$ cat config.mk
export PLATFORM = sky130hd
export DESIGN_NAME = bitmap_stroke_gen
export DESIGN_NICKNAME = d
export VERILOG_FILES = /design/src/rtl/bitmap_stroke_gen.sv
export SDC_FILE = /design/constraint.sdc
export NUM_CORES = 1
export LEC_CHECK = 0
export CAP_MARGIN = 25
export CORE_MARGIN = 2
export CORE_UTILIZATION = 54
export DETAILED_ROUTE_END_ITERATION = 7
export PLACE_DENSITY_LB_ADDON = 0.15
export SLEW_MARGIN = 20
export SYNTH_ARGS = -nofsm -noshare
export SYNTH_HDL_FRONTEND = slang
export SYNTH_SLANG_ARGS = --single-unit
$ cat constraint.sdc
create_clock -name iCLK -period 4.8 [get_ports iCLK]
set_input_delay 1.44 -clock iCLK [delete_from_list [all_inputs] [get_ports iCLK]]
set_output_delay 1.44 -clock iCLK [all_outputs]
set_load 0.1 [all_outputs]
$ cat src/rtl/bitmap_stroke_gen.sv
// Scans a 1-bpp flash bitmap (raster or serpentine), crops it to a window and
// emits pen-down/pen-up stroke events through a small valid/ready FIFO.
module bitmap_stroke_gen #(
   parameter int unsigned DW         = 16,
   parameter int unsigned IMG_W      = 384,
   parameter int unsigned IMG_H      = 288,
   parameter int unsigned X_MIN      = 51,
   parameter int unsigned X_MAX      = 329,
   parameter int unsigned Y_MIN      = 16,
   parameter int unsigned Y_MAX      = 269,
   parameter int unsigned CW         = 9,
   parameter int unsigned FIFO_DEPTH = 4,
   parameter int unsigned SERP       = 1
) (
   input  logic          iCLK,
   input  logic          iRST,
   input  logic          iStart,
   input  logic          iAbort,
   output logic          oBusy,
   output logic          oFinish,
   output logic          oRD_REQ,
   output logic [19:0]   oRD_ADDR,
   input  logic [DW-1:0] iRD_DATA,
   input  logic          iRD_VALID,
   output logic          oPOS_VALID,
   input  logic          iPOS_READY,
   output logic [CW-1:0] oX,
   output logic [CW-1:0] oY,
   output logic          oDown,
   output logic [19:0]   oPixCnt
);

   localparam int unsigned WPL = IMG_W / DW;
   localparam int unsigned XW  = $clog2(IMG_W) + 1;
   localparam int unsigned YW  = $clog2(IMG_H) + 1;
   localparam int unsigned WW  = $clog2(WPL + 1);
   localparam int unsigned BW  = $clog2(DW);
   localparam int unsigned PW  = $clog2(FIFO_DEPTH);
   localparam int unsigned NW  = $clog2(FIFO_DEPTH + 1);
   localparam bit          SERP_ON = (SERP != 0);

   typedef enum logic [2:0] {IDLE, FETCH, SCAN, ROWEND, DRAIN, DONE} stateT;

   stateT          state, stateNxt;
   logic [YW-1:0]  line, lineNxt;
   logic [WW-1:0]  wordIdx, wordNxt;
   logic [XW-1:0]  xPos, xNxt;
   logic [BW-1:0]  bitCnt, bitNxt;
   logic [DW-1:0]  shReg, shNxt;
   logic           pen, penNxt;
   logic [CW-1:0]  penX, penXNxt;
   logic           busyNxt, finishNxt, rdReqNxt;
   logic [19:0]    rdAddrNxt, pixCntNxt;

   logic           push, flush, pushDown;
   logic [CW-1:0]  pushX, pushY;

   logic [NW-1:0]  fifoCnt;
   logic [PW-1:0]  pushIdx;
   logic [FIFO_DEPTH-1:0] vld, memD;
   logic [CW-1:0]  memX [FIFO_DEPTH];
   logic [CW-1:0]  memY [FIFO_DEPTH];

   logic           rtlLine, nextRtl, inWin, pix, popC, room, lastWord;
   logic [YW-1:0]  lineInc, yRel;
   logic [XW-1:0]  xRel, startX;
   logic [WW-1:0]  wordStep, startWord;

   function automatic logic [19:0] wordAddr(input logic [YW-1:0] l, input logic [WW-1:0] w);
      return 20'(l) * 20'(WPL) + 20'(w);
   endfunction

   // Wrapping subtraction turns each window test into a single compare.
   assign xRel      = xPos - XW'(X_MIN);
   assign yRel      = line - YW'(Y_MIN);
   assign inWin     = (xRel <= XW'(X_MAX - X_MIN)) && (yRel <= YW'(Y_MAX - Y_MIN));
   assign rtlLine   = SERP_ON && line[0];
   assign pix       = (rtlLine ? shReg[0] : shReg[DW-1]) & inWin;
   assign lineInc   = line + YW'(1);
   assign nextRtl   = SERP_ON && lineInc[0];
   assign startWord = nextRtl ? WW'(WPL - 1) : '0;
   assign startX    = nextRtl ? XW'(IMG_W - 1) : '0;
   assign wordStep  = rtlLine ? wordIdx - WW'(1) : wordIdx + WW'(1);
   assign lastWord  = rtlLine ? (wordIdx == '0) : (wordIdx == WW'(WPL - 1));
   assign popC      = vld[0] & iPOS_READY;
   assign room      = (fifoCnt != NW'(FIFO_DEPTH)) || popC;
   assign pushIdx   = PW'(fifoCnt - NW'(popC));

   always_ff @(posedge iCLK or negedge iRST) begin
      if (!iRST) begin
         state    <= IDLE;
         line     <= '0;
         wordIdx  <= '0;
         xPos     <= '0;
         bitCnt   <= '0;
         shReg    <= '0;
         pen      <= 1'b0;
         penX     <= '0;
         oBusy    <= 1'b0;
         oFinish  <= 1'b0;
         oRD_REQ  <= 1'b0;
         oRD_ADDR <= '0;
         oPixCnt  <= '0;
      end else begin
         state    <= stateNxt;
         line     <= lineNxt;
         wordIdx  <= wordNxt;
         xPos     <= xNxt;
         bitCnt   <= bitNxt;
         shReg    <= shNxt;
         pen      <= penNxt;
         penX     <= penXNxt;
         oBusy    <= busyNxt;
         oFinish  <= finishNxt;
         oRD_REQ  <= rdReqNxt;
         oRD_ADDR <= rdAddrNxt;
         oPixCnt  <= pixCntNxt;
      end
   end

   always_comb begin
      stateNxt  = state;
      lineNxt   = line;
      wordNxt   = wordIdx;
      xNxt      = xPos;
      bitNxt    = bitCnt;
      shNxt     = shReg;
      penNxt    = pen;
      penXNxt   = penX;
      busyNxt   = oBusy;
      finishNxt = 1'b0;
      rdReqNxt  = oRD_REQ;
      rdAddrNxt = oRD_ADDR;
      pixCntNxt = oPixCnt;
      push      = 1'b0;
      flush     = 1'b0;
      pushX     = '0;
      pushY     = '0;
      pushDown  = 1'b0;
      if (iAbort) begin
         stateNxt = IDLE;
         flush    = 1'b1;
         penNxt   = 1'b0;
         rdReqNxt = 1'b0;
         busyNxt  = 1'b0;
      end else begin
         case (state)
            IDLE: if (iStart) begin
               stateNxt  = FETCH;
               lineNxt   = '0;
               wordNxt   = '0;
               xNxt      = '0;
               pixCntNxt = '0;
               penNxt    = 1'b0;
               busyNxt   = 1'b1;
               rdReqNxt  = 1'b1;
               rdAddrNxt = '0;
            end
            FETCH: if (iRD_VALID && oRD_REQ) begin
               shNxt    = iRD_DATA;
               bitNxt   = '0;
               rdReqNxt = 1'b0;
               stateNxt = SCAN;
            end
            // A pixel that needs a push but finds no room is re-evaluated next cycle.
            SCAN: if ((pix == pen) || room) begin
               if (pix != pen) begin
                  push     = 1'b1;
                  pushX    = pix ? CW'(xRel) : penX;
                  pushY    = CW'(yRel);
                  pushDown = pix;
               end
               penNxt = pix;
               if (pix) begin
                  pixCntNxt = oPixCnt + 20'(1);
                  penXNxt   = CW'(xRel);
               end
               shNxt  = rtlLine ? (shReg >> 1) : (shReg << 1);
               xNxt   = rtlLine ? xPos - XW'(1) : xPos + XW'(1);
               bitNxt = bitCnt + BW'(1);
               if (bitCnt == BW'(DW - 1)) begin
                  if (lastWord) begin
                     stateNxt = ROWEND;
                  end else begin
                     wordNxt   = wordStep;
                     rdAddrNxt = wordAddr(line, wordStep);
                     rdReqNxt  = 1'b1;
                     stateNxt  = FETCH;
                  end
               end
            end
            // Close any open stroke so the pen never carries across lines.
            ROWEND: if (!pen || room) begin
               if (pen) begin
                  push     = 1'b1;
                  pushX    = penX;
                  pushY    = CW'(yRel);
                  pushDown = 1'b0;
               end
               penNxt = 1'b0;
               if (line == YW'(IMG_H - 1)) begin
                  stateNxt = DRAIN;
               end else begin
                  lineNxt   = lineInc;
                  wordNxt   = startWord;
                  xNxt      = startX;
                  rdAddrNxt = wordAddr(lineInc, startWord);
                  rdReqNxt  = 1'b1;
                  stateNxt  = FETCH;
               end
            end
            DRAIN: if (fifoCnt == '0) begin
               stateNxt  = DONE;
               finishNxt = 1'b1;
               busyNxt   = 1'b0;
            end
            DONE:    stateNxt = IDLE;
            default: stateNxt = IDLE;
         endcase
      end
   end

   // Shift-style event FIFO: the head always lives in entry 0, so outputs come straight from flops.
   always_ff @(posedge iCLK or negedge iRST) begin
      if (!iRST) begin
         fifoCnt <= '0;
         vld     <= '0;
         memD    <= '0;
         for (int i = 0; i < FIFO_DEPTH; i++) begin
            memX[i] <= '0;
            memY[i] <= '0;
         end
      end else if (flush) begin
         fifoCnt <= '0;
         vld     <= '0;
      end else begin
         if (popC) begin
            for (int i = 0; i < FIFO_DEPTH - 1; i++) begin
               memX[i] <= memX[i+1];
               memY[i] <= memY[i+1];
            end
            memD <= memD >> 1;
            vld  <= vld >> 1;
         end
         if (push) begin
            memX[pushIdx] <= pushX;
            memY[pushIdx] <= pushY;
            memD[pushIdx] <= pushDown;
            vld[pushIdx]  <= 1'b1;
         end
         fifoCnt <= fifoCnt + NW'(push) - NW'(popC);
      end
   end

   assign oPOS_VALID = vld[0];
   assign oX         = memX[0];
   assign oY         = memY[0];
   assign oDown      = memD[0];

endmodule

### After elaboration in Yosys (flattened, before gate mapping)

Cells that the tools add are included.

* register bits: 184
* logic and storage cells: 220
* output and inout port bits: 63
* bits of input ports: 22

* bitwise operators: 6
* $add $sub $neg: 14
* reductions and logical operators: 29
* muxes and demuxes: 113
* order comparisons: 6
* multiply operators: 2
* eq/ne operators: 26

Operators by type and width (number)
* 2-to-1 mux 20 bit: 8
* 2-to-1 mux 9 bit: 13
* 2-to-1 mux 27 bit: 4
* bitwise mux 36 bit: 2
* 2-to-1 mux 36 bit: 2
* 2-to-1 mux 10 bit: 7
* case mux 20 bit (3 select lines): 1
* 2-to-1 mux 16 bit: 3
* 2-to-1 mux 5 bit: 8
* case mux 20 bit (2 select lines): 1
* 2-to-1 mux 4 bit: 9
* case mux 9 bit (2 select lines): 2
* adder 15 x 5 -> 16 bit: 2
* case mux 16 bit (2 select lines): 1
* 2-to-1 mux 1 bit: 30
* case mux 10 bit (3 select lines): 1
* 2-to-1 mux 3 bit: 9
* != test 3 bit (second input constant): 9
* multiplier 10 x 2 -> 12 bit (second input constant): 2
* adder 10 x 1 -> 10 bit (second input constant): 2
* adder 20 x 1 -> 20 bit (second input constant): 1
* case mux 10 bit (2 select lines): 1
* demux 9 bit (select 2 bit): 1
* != test 2 bit (second input constant): 8
* 51 further kinds: 69

### Depth between registers and ports, before layout

Gate-level depths: netlist of run 1.

* depth after elaboration: 12
* gate-level depth with buffers: 20
* mapped depth without buffers: 17

### Worst setup path before layout of run 1

Ideal clock, no wire load.

* path type: register -> register
* from: register line[0]
* to: register fifoCnt[2]
* slack: 583 ps
* buffers on the path: 3
* stages on the path, launching flop included: 21
* setup time: 131 ps
* data required time: 4669 ps
* arrival time: 4085 ps
* clock period less this slack: 4217 ps
* cell sequence: dfrtp_1 -> buf_2 -> inv_1 -> ha_1 -> nor2_1 -> nand3_1 -> o31ai_1 -> or4_4 -> o21ba_4 -> ha_1 -> mux2_2 -> or2_2 -> clkbuf_1 -> inv_1 -> buf_2 -> ha_1 -> inv_1 -> fa_1 -> xnor2_1 -> xnor2_1 -> nor2_1

* word-level cells in the longest chain between the ends: 12
* elaborated cells on any way between the ends: 15
* those cells by class: 3 x add/sub; 1 x order compare; 2 x eq/ne; 6 x mux; 1 x bitwise; 2 x reduce/logical

Ends and longest elaborated chain
* start, declared: line 45 `logic [YW-1:0] line, lineNxt;`
* start signal, assigned: line 106 `line <= lineNxt;`
* subtractor 10 x 5 -> 10 bit: line 75 `assign yRel = line - YW'(Y_MIN);`
* <= comparator 10 x 8 -> 1 bit: line 76 `assign inWin = (xRel <= XW'(X_MAX - X_MIN)) && (yRel <= YW'(Y_MAX - Y_MIN));`
* logical AND 1 bit: line 76
* AND 1 bit (*): line 78 `assign pix = (rtlLine ? shReg[0] : shReg[DW-1]) & inWin;`
* != test 1 bit or equality test 1 bit (tied branches): line 167, 166
* 2-to-1 mux 1 bit or logical OR 1 bit (tied branches): line 167, 166
* 2-to-1 mux 1 bit (*): line 166 `SCAN: if ((pix == pen) || room) begin`
* case mux 1 bit (2 select lines) (*): line 147 `case (state)`
* 2-to-1 mux 1 bit (*): line 140 `if (iAbort) begin`
* adder 3 x 1 -> 3 bit (*): line 251 `fifoCnt <= fifoCnt + NW'(push) - NW'(popC);`
* subtractor 3 x 1 -> 3 bit (*): line 251
* 2-to-1 mux 3 bit (*): line 233 `end else if (flush) begin`
* end signal, assigned: line 251
* end, declared: line 58 `logic [NW-1:0] fifoCnt;`

Mark *: on every way between the ends. The rest lies on a longest branch, timed or not.
A chain may end at the register's enable or synchronous reset.

### Worst setup path in the final report of run 1

* from: register line[6]
* to: register memY[12] (netlist bit)

* word-level cells in the longest chain between the ends: 11
* elaborated cells on any way between the ends: 17
* those cells by class: 1 x add/sub; 1 x order compare; 2 x eq/ne; 10 x mux; 1 x bitwise; 2 x reduce/logical

Ends and longest elaborated chain
* subtractor 10 x 5 -> 10 bit (*): line 75
* <= comparator 10 x 8 -> 1 bit (*): line 76
* logical AND 1 bit (*): line 76
* AND 1 bit (*): line 78
* != test 1 bit or equality test 1 bit (tied branches): line 167, 166
* 2-to-1 mux 9 bit or logical OR 1 bit (tied branches): line 167, 166
* 2-to-1 mux 9 bit: line 166
* case mux 9 bit (2 select lines): line 147
* 2-to-1 mux 9 bit: line 140
* bitwise mux 36 bit: line 247 `memY[pushIdx] <= pushY;`
* 2-to-1 mux 36 bit (*): line 245 `if (push) begin`
* end signal, assigned by index: line 240 `memY[i] <= memY[i+1];`
* end signal, assigned by index: line 247
* end, declared: line 62 `logic [CW-1:0] memY [FIFO_DEPTH];`

Marks and branches as above.

==> results of run 1 <==
## power by group
part           switching (mW)  internal, mW  leakage [nW]
clock                   0.663         0.787         0.288
sequential              0.180          1.65          2.43
combinational            1.16         0.587          2.65
total                    2.01          3.02          5.36
## Yosys cell counts (all sizes together) (3+ instances only)
library cell  number
and4               3
o211ai             5
nor2              92
fa                 6
ha                52
o32ai              3
nor4               5
or3                7
a211oi             4
nor2b              9
o41ai              5
mux2i             18
nand2            150
nor3              14
nand3             26
xnor2             43
xor2              25
and2               6
o21bai             6
dfrtp            177
o21a               4
or4                3
o21ai            158
nand4             10
a22o               6
a21boi             4
a21oi             81
a32oi             12
nand2b             8
nor4b              4
buf               36
o31ai             14
clkbuf            52
and3              12
a31oi             10
o22ai              3
inv               31
mux2              23
a21o              10
a22oi             35
## critical path: cells and delay by family, from the launching register on
family	cells	cell delay, ps
compound gates	4	820
xor+xnor	1	140
fa+ha+maj	2	490
buf+inv	1	150
flops	1	480
mux	1	280
simple gates	5	1960
## routing by layer
metal  up-vias  routed length (um)  track usage
li1       4336                   -            -
met1      4373               12100        0.351
met2       222               12800        0.419
met3        31                 947       0.0274
met4         0                 388       0.0733
met5         -                   0            0
## logic make-up after synthesis
| group | synth area share |
|---|---|
| xor gates and xnor gates | 0.0555 |
| other | 0.000349 |
| DFF | 0.413 |
| adders and majority gates | 0.0718 |
| AOI/OAI and AO/OA | 0.212 |
| buffers and inverters | 0.0525 |
| muxes | 0.0409 |
| and+or+nand+nor | 0.154 |
## worst max-delay path by stage
stage                             to  cells after the start  startpoint
after CTS                   memY[12]                     14     line[6]
after floorplan           fifoCnt[2]                     20     line[0]
after global placement      memY[12]                     14     line[6]
after detailed placement     memD[1]                     15     line[6]
after global routing        memY[18]                     15     line[6]
final                       memY[12]                     14     line[6]
## cell type report
type,count,area share
sequential,177,0.361
clock inverter,14,0.0136
clock buffer,18,0.0350
inverter,32,0.00979
multi-input combinational,906,0.470
timing repair buffer,108,0.0837
tap,265,0.0270
==> summary.md, run 1 <==
| Metric | Value |
|---|---|
| Mapped Cells | 1,200 |
| Multi-input gate area | 5760 sq um |
| # fillers | 1,680 |
| Max IR drop VDD | 0.000343 V |
| Max Cap Viol | 0 |
| Tot GR Track Use | 0.252 |
| Share of cells above drive strength 1 | 0.0789 |
| Placeable Area | 19,500 sq um |
| CTS Hold Bufs | 0 |
| Rows | 51 |
| Post-cts resize count | 0 |
| Largest net degree at the start of global routing | 76 |
| Syn Area/Cell | 8.94 sq um |
| Crit-path cells | inv_1 > ha_1 > nand2b_4 > a21boi_1 > xnor2_1 > or4_4 > o21ba_4 > ha_1 > mux2_2 > or2_2 > nor3_1 > nor2_1 > a32oi_1 > o21ai_0 |
| Crit path kind | flop to flop |
| Period utilization | 0.932 |
| Total chip power | 5.03 mW |
| Top_reg_cell synth | dfrtp_1 |
| Fmax | 224 MHz |
| CP Capture Type | flop |
| Skew-Pair Late Insertion Delay | 440 ps |
| Pwr dens | 410 nW/um^2 |
| Hold-critical path depth | 2 |
| Placed Instances | 1,486 |
| Skew final | 9.40 ps |
| Post-synth ARST share | 1.00 |
| Vias per cell | 5.90 |
| # Post-CTS Setup Buffers | 0 |
| Die height | 145 um |
| R2R Setup Slk | 330 ps |
| IO Pins | 85 |
| Area post-placement | 11,700 sq um |
| Status | finished clean |
| WHS Endpoint | oY[8] |
| Synth area leader | dfrtp_1 |
| Htree depth | 4 |
| Clock sink total | 177 |
| Routability congestion estimate | 0.912 |
| Worst hold path type | flop to flop |
| Per-cell routed wire length | 17.3 um |
| Area delta synth->final | 14.3% |
| CP Data Required Time | 5110 ps |
| Number of global-route vias before repair | 8,402 |
| Root Buffer | clkbuf_16 |
| Final antenna-violating net count | 0 |
| Inserted Diodes | 0 |
| Area contributors post-synth | dfrtp_1 (41%), ha_1 (6.1%), o21ai_0 (5.9%) |
| Seq/Total Area, Yosys | 0.413 |
| Number of buffers created by CTS | 17 |
| Die X | 145 um |
| Synth cell types | 69 |
| Synth top area share | 0.413 |
| Total number of vias | 8,962 |
| Final Max Slew Viols | 0 |
| Final core occ | 0.630 |
| Initial antenna violation count | 0 |
| Drc violations | 0 |
| Post-layout worst setup margin | 327 ps |
| Origin of the critical flop-to-flop path | line[6] |
| DIE AREA | 21,000 sq um |
| Period minus WS final | 4470 ps |
| Synth Cell Area | 10,700 sq um |
| Most used cell, CP | ha_1 |
| Commonest non-fill, non-tap cells in the layout | dfrtp_1 (176), nand2_1 (150), o21ai_0 (126) |
| DR iter-0 viols | 652 |
| TNS Setup | 0 ps |
| Crit path DAT | 4780 ps |
| Finished Layout Cells | 1,520 |
| Yosys Warn Count | 0 |
| WHS | 486 ps |
| CP max FO | 10 |
| CTS max path bufs | 2 |
| Detailed Routing Iterations Pass 1 | 5 |
| Max incr delay on CP | 600 ps |
| PortBufs | 80 |
| First-pass GRT wire length | 43,600 um |
| Register area | 4430 sq um |
| RSZ-0062 raised after global routing | no |
| Clock transition at the registers of the reported paths | 70 ps |
| Slowest CP cell | nor3_1 |
| CP Launch Type | flop |
| #FFs+latches synth | 177 |
| Final Cell Area | 12,300 sq um |
| Least-Margin Pin Slew | 1010 ps |
| Worst R2R Path Depth | 14 |
| Initial core utilization | 0.551 |
| CTS tree | done |
| Final Hold Viols | 0 |
| Relative slew slack | 0.323 |
| Leading cell type in the layout, fill and taps excluded | dfrtp_1 |
| Final setup viols | 0 |
| Nets | 1,322 |
| Place WS | 401 ps |
| RR Endpoint | memY[12] |
| LEAKAGE | 5.36 nW |
| Number of enable flip-flop cells after synthesis | 0 |
| Hold_sp | oY[8] |
| Detailed-route wire length | 26,300 um |
| HPWL Detailed | 18,400 um |
| Grt ovf | 0 |
Note: power is estimated with default switching activity, not from simulation.
==> run 2: changes to the inputs <==
--- a/config.mk
+++ b/config.mk
@@ -6,9 +6,11 @@
 export NUM_CORES = 1
 export LEC_CHECK = 0
 export CAP_MARGIN = 25
-export CORE_MARGIN = 2
+export CORE_MARGIN = 8
 export CORE_UTILIZATION = 54
+export CTS_CLUSTER_SIZE = 14
 export DETAILED_ROUTE_END_ITERATION = 7
+export GPL_ROUTABILITY_DRIVEN = 0
 export PLACE_DENSITY_LB_ADDON = 0.15
 export SLEW_MARGIN = 20
 export SYNTH_ARGS = -nofsm -noshare
==> summary.md, run 2 (synthesis results as in run 1) <==
| Metric | Value |
|---|---|
| Place WS | 496 ps |
| PortBufs | 80 |
| CTS Hold Bufs | 0 |
| Buffer and inverter count on the worst path | 1 |
| P_sw | 1.96 mW |
| CP Capture Type | flop |
| Largest net degree at the start of global routing | 95 |
| Initial antenna violation count | 0 |
| Worst hold path type | flop to flop |
| Drc violations | 0 |
| Least-Margin Pin Slew | 1010 ps |
| Vias per cell | 5.78 |
| Area post-placement | 11,700 sq um |
| Nets | 1,324 |
| Max IR drop VDD | 0.000347 V |
| Share of cells above drive strength 1 | 0.0796 |
| Max incr delay on CP | 560 ps |
| Htree depth | 4 |
| Final setup viols | 0 |
| Hold-critical path depth | 2 |
| HPWL Detailed | 18,800 um |
| Crit-path cells | inv_1 > ha_1 > nand2b_4 > a21boi_1 > xnor2_1 > or4_4 > o21ba_4 > ha_1 > mux2_2 > or2_2 > nor3_1 > nor2_1 > a22oi_1 > o21ai_0 |
| Grt ovf | 0 |
| Crit path kind | flop to flop |
| P_int | 2.90 mW |
| Placed Instances | 1,488 |
| LEAKAGE | 5.34 nW |
| Status | finished clean |
| Skew final | 11.5 ps |
| Finished Layout Cells | 1,521 |
| Clock power frac | 0.267 |
| CP Data Required Time | 5090 ps |
| Clock transition at the registers of the reported paths | 70 ps |
| RSZ-0062 raised after global routing | no |
| Per-cell routed wire length | 17.3 um |
| Post-layout worst setup margin | 366 ps |
| Leading cell type in the layout, fill and taps excluded | dfrtp_1 |
| Most used cell, CP | ha_1 |
| Origin of the critical flop-to-flop path | line[6] |
| # Post-CTS Setup Buffers | 0 |
| DR iter-0 viols | 506 |
| CP max FO | 10 |
| CTS tree | done |
| Max Cap Viol | 0 |
| Share of power burned in registers | 0.382 |
| Final antenna-violating net count | 0 |
| R2R Setup Slk | 370 ps |
| Relative slew slack | 0.327 |
| Placeable Area | 19,500 sq um |
| Final Cell Area | 12,200 sq um |
| Period minus WS final | 4430 ps |
| Die height | 157 um |
| CTS max path bufs | 2 |
| Combinational group share of total power | 0.351 |
| Pwr dens | 398 nW/um^2 |
| Die X | 157 um |
| Crit path DAT | 4720 ps |
| Number of global-route vias before repair | 8,698 |
| Post-cts resize count | 0 |
| First-pass GRT wire length | 44,300 um |
| Fmax | 226 MHz |
| IO Pins | 85 |
| Clock sink total | 177 |
| Detailed-route wire length | 26,400 um |
| Initial core utilization | 0.551 |
| Inserted Diodes | 0 |
| Area delta synth->final | 13.8% |
| Period utilization | 0.924 |
| CP Launch Type | flop |
| Switching part of the total | 0.402 |
| Number of buffers created by CTS | 17 |
| DIE AREA | 24,600 sq um |
| Total number of vias | 8,797 |
| TNS Setup | 0 ps |
| Detailed Routing Iterations Pass 1 | 5 |
| Root Buffer | clkbuf_16 |
| Final core occ | 0.627 |
| Hold_sp | oRD_ADDR[7] |
| Worst R2R Path Depth | 14 |
| WHS Endpoint | oRD_ADDR[7] |
| Commonest non-fill, non-tap cells in the layout | dfrtp_1 (176), nand2_1 (150), o21ai_0 (126) |
| RR Endpoint | memY[13] |
| # fillers | 1,715 |
| Tot GR Track Use | 0.222 |
| Rows | 51 |
| Kind of cell adding the most delay to the critical path | simple AND/OR/NAND/NOR gates |
| Final Max Slew Viols | 0 |
| Final Hold Viols | 0 |
| Slowest CP cell | or4_4 |
| Skew-Pair Late Insertion Delay | 430 ps |
run 2: cell count changes in the layout (fill, tap and decap cells not counted), sizes merged:
cell	delta
inv	-2
buf	+1
clkbuf	+1
clkinvlp	-1
clkinv	+4
bufinv	-2
run 2: worst register-to-register path, cell delays in order, from the launching register on:
cell	delay (ps)
dfrtp_1	550
inv_1	140
ha_1	230
nand2b_4	80
a21boi_1	70
xnor2_1	180
or4_4	560
o21ba_4	290
ha_1	280
mux2_2	280
or2_2	370
nor3_1	500
nor2_1	350
a22oi_1	280
o21ai_0	130
run 2: worst max-delay path by stage:
stage | start | depth (start not counted) | to | slack, ps
after floorplan | line[0] | 20 | fifoCnt[2] | 580
after global placement | line[4] | 13 | memY[15] | 520
final | line[6] | 14 | memY[13] | 370
after global routing | xPos[0] | 13 | memY[14] | 80
after CTS | line[4] | 13 | memY[15] | 450
after detailed placement | line[4] | 13 | memY[15] | 500
run 2: cell type report:
class | instances | area (sq um) | share of cell area
inverters | 32 | 120 | 0.00984
repair buffers | 110 | 1040 | 0.0849
flip-flops and latches | 177 | 4430 | 0.363
well taps | 265 | 332 | 0.0272
clock buffers | 18 | 429 | 0.0351
clock inverters | 13 | 104 | 0.00850
multi-input cells | 906 | 5760 | 0.472
run 2: power by group through the flow:
stage | sequential, mW | combinational, mW | clock [mW]
floorplan | 2.00 | 1.17 | 0
global placement | 1.88 | 1.68 | 0
detailed placement | 1.88 | 1.71 | 0
CTS | 1.86 | 1.71 | 1.31
global route | 1.88 | 1.90 | 1.37
finish | 1.86 | 1.71 | 1.30
run 2: layer usage:
layer	vias to the layer above	global-route usage	share of wire
met1	4267	0.291	0.45
met2	182	0.374	0.49
met3	21	0.0354	0.042
met4	0	0.0604	0.014
met5	-	0	0
li1	4327	-	-
run 2: per-stage QoR:
stage / hold WS, ps / total power [mW]
floorplan: 446 / 3.17
global placement: 460 / 3.55
detailed placement: 467 / 3.59
CTS: 486 / 4.88
global route: 505 / 5.16
finish: 480 / 4.86
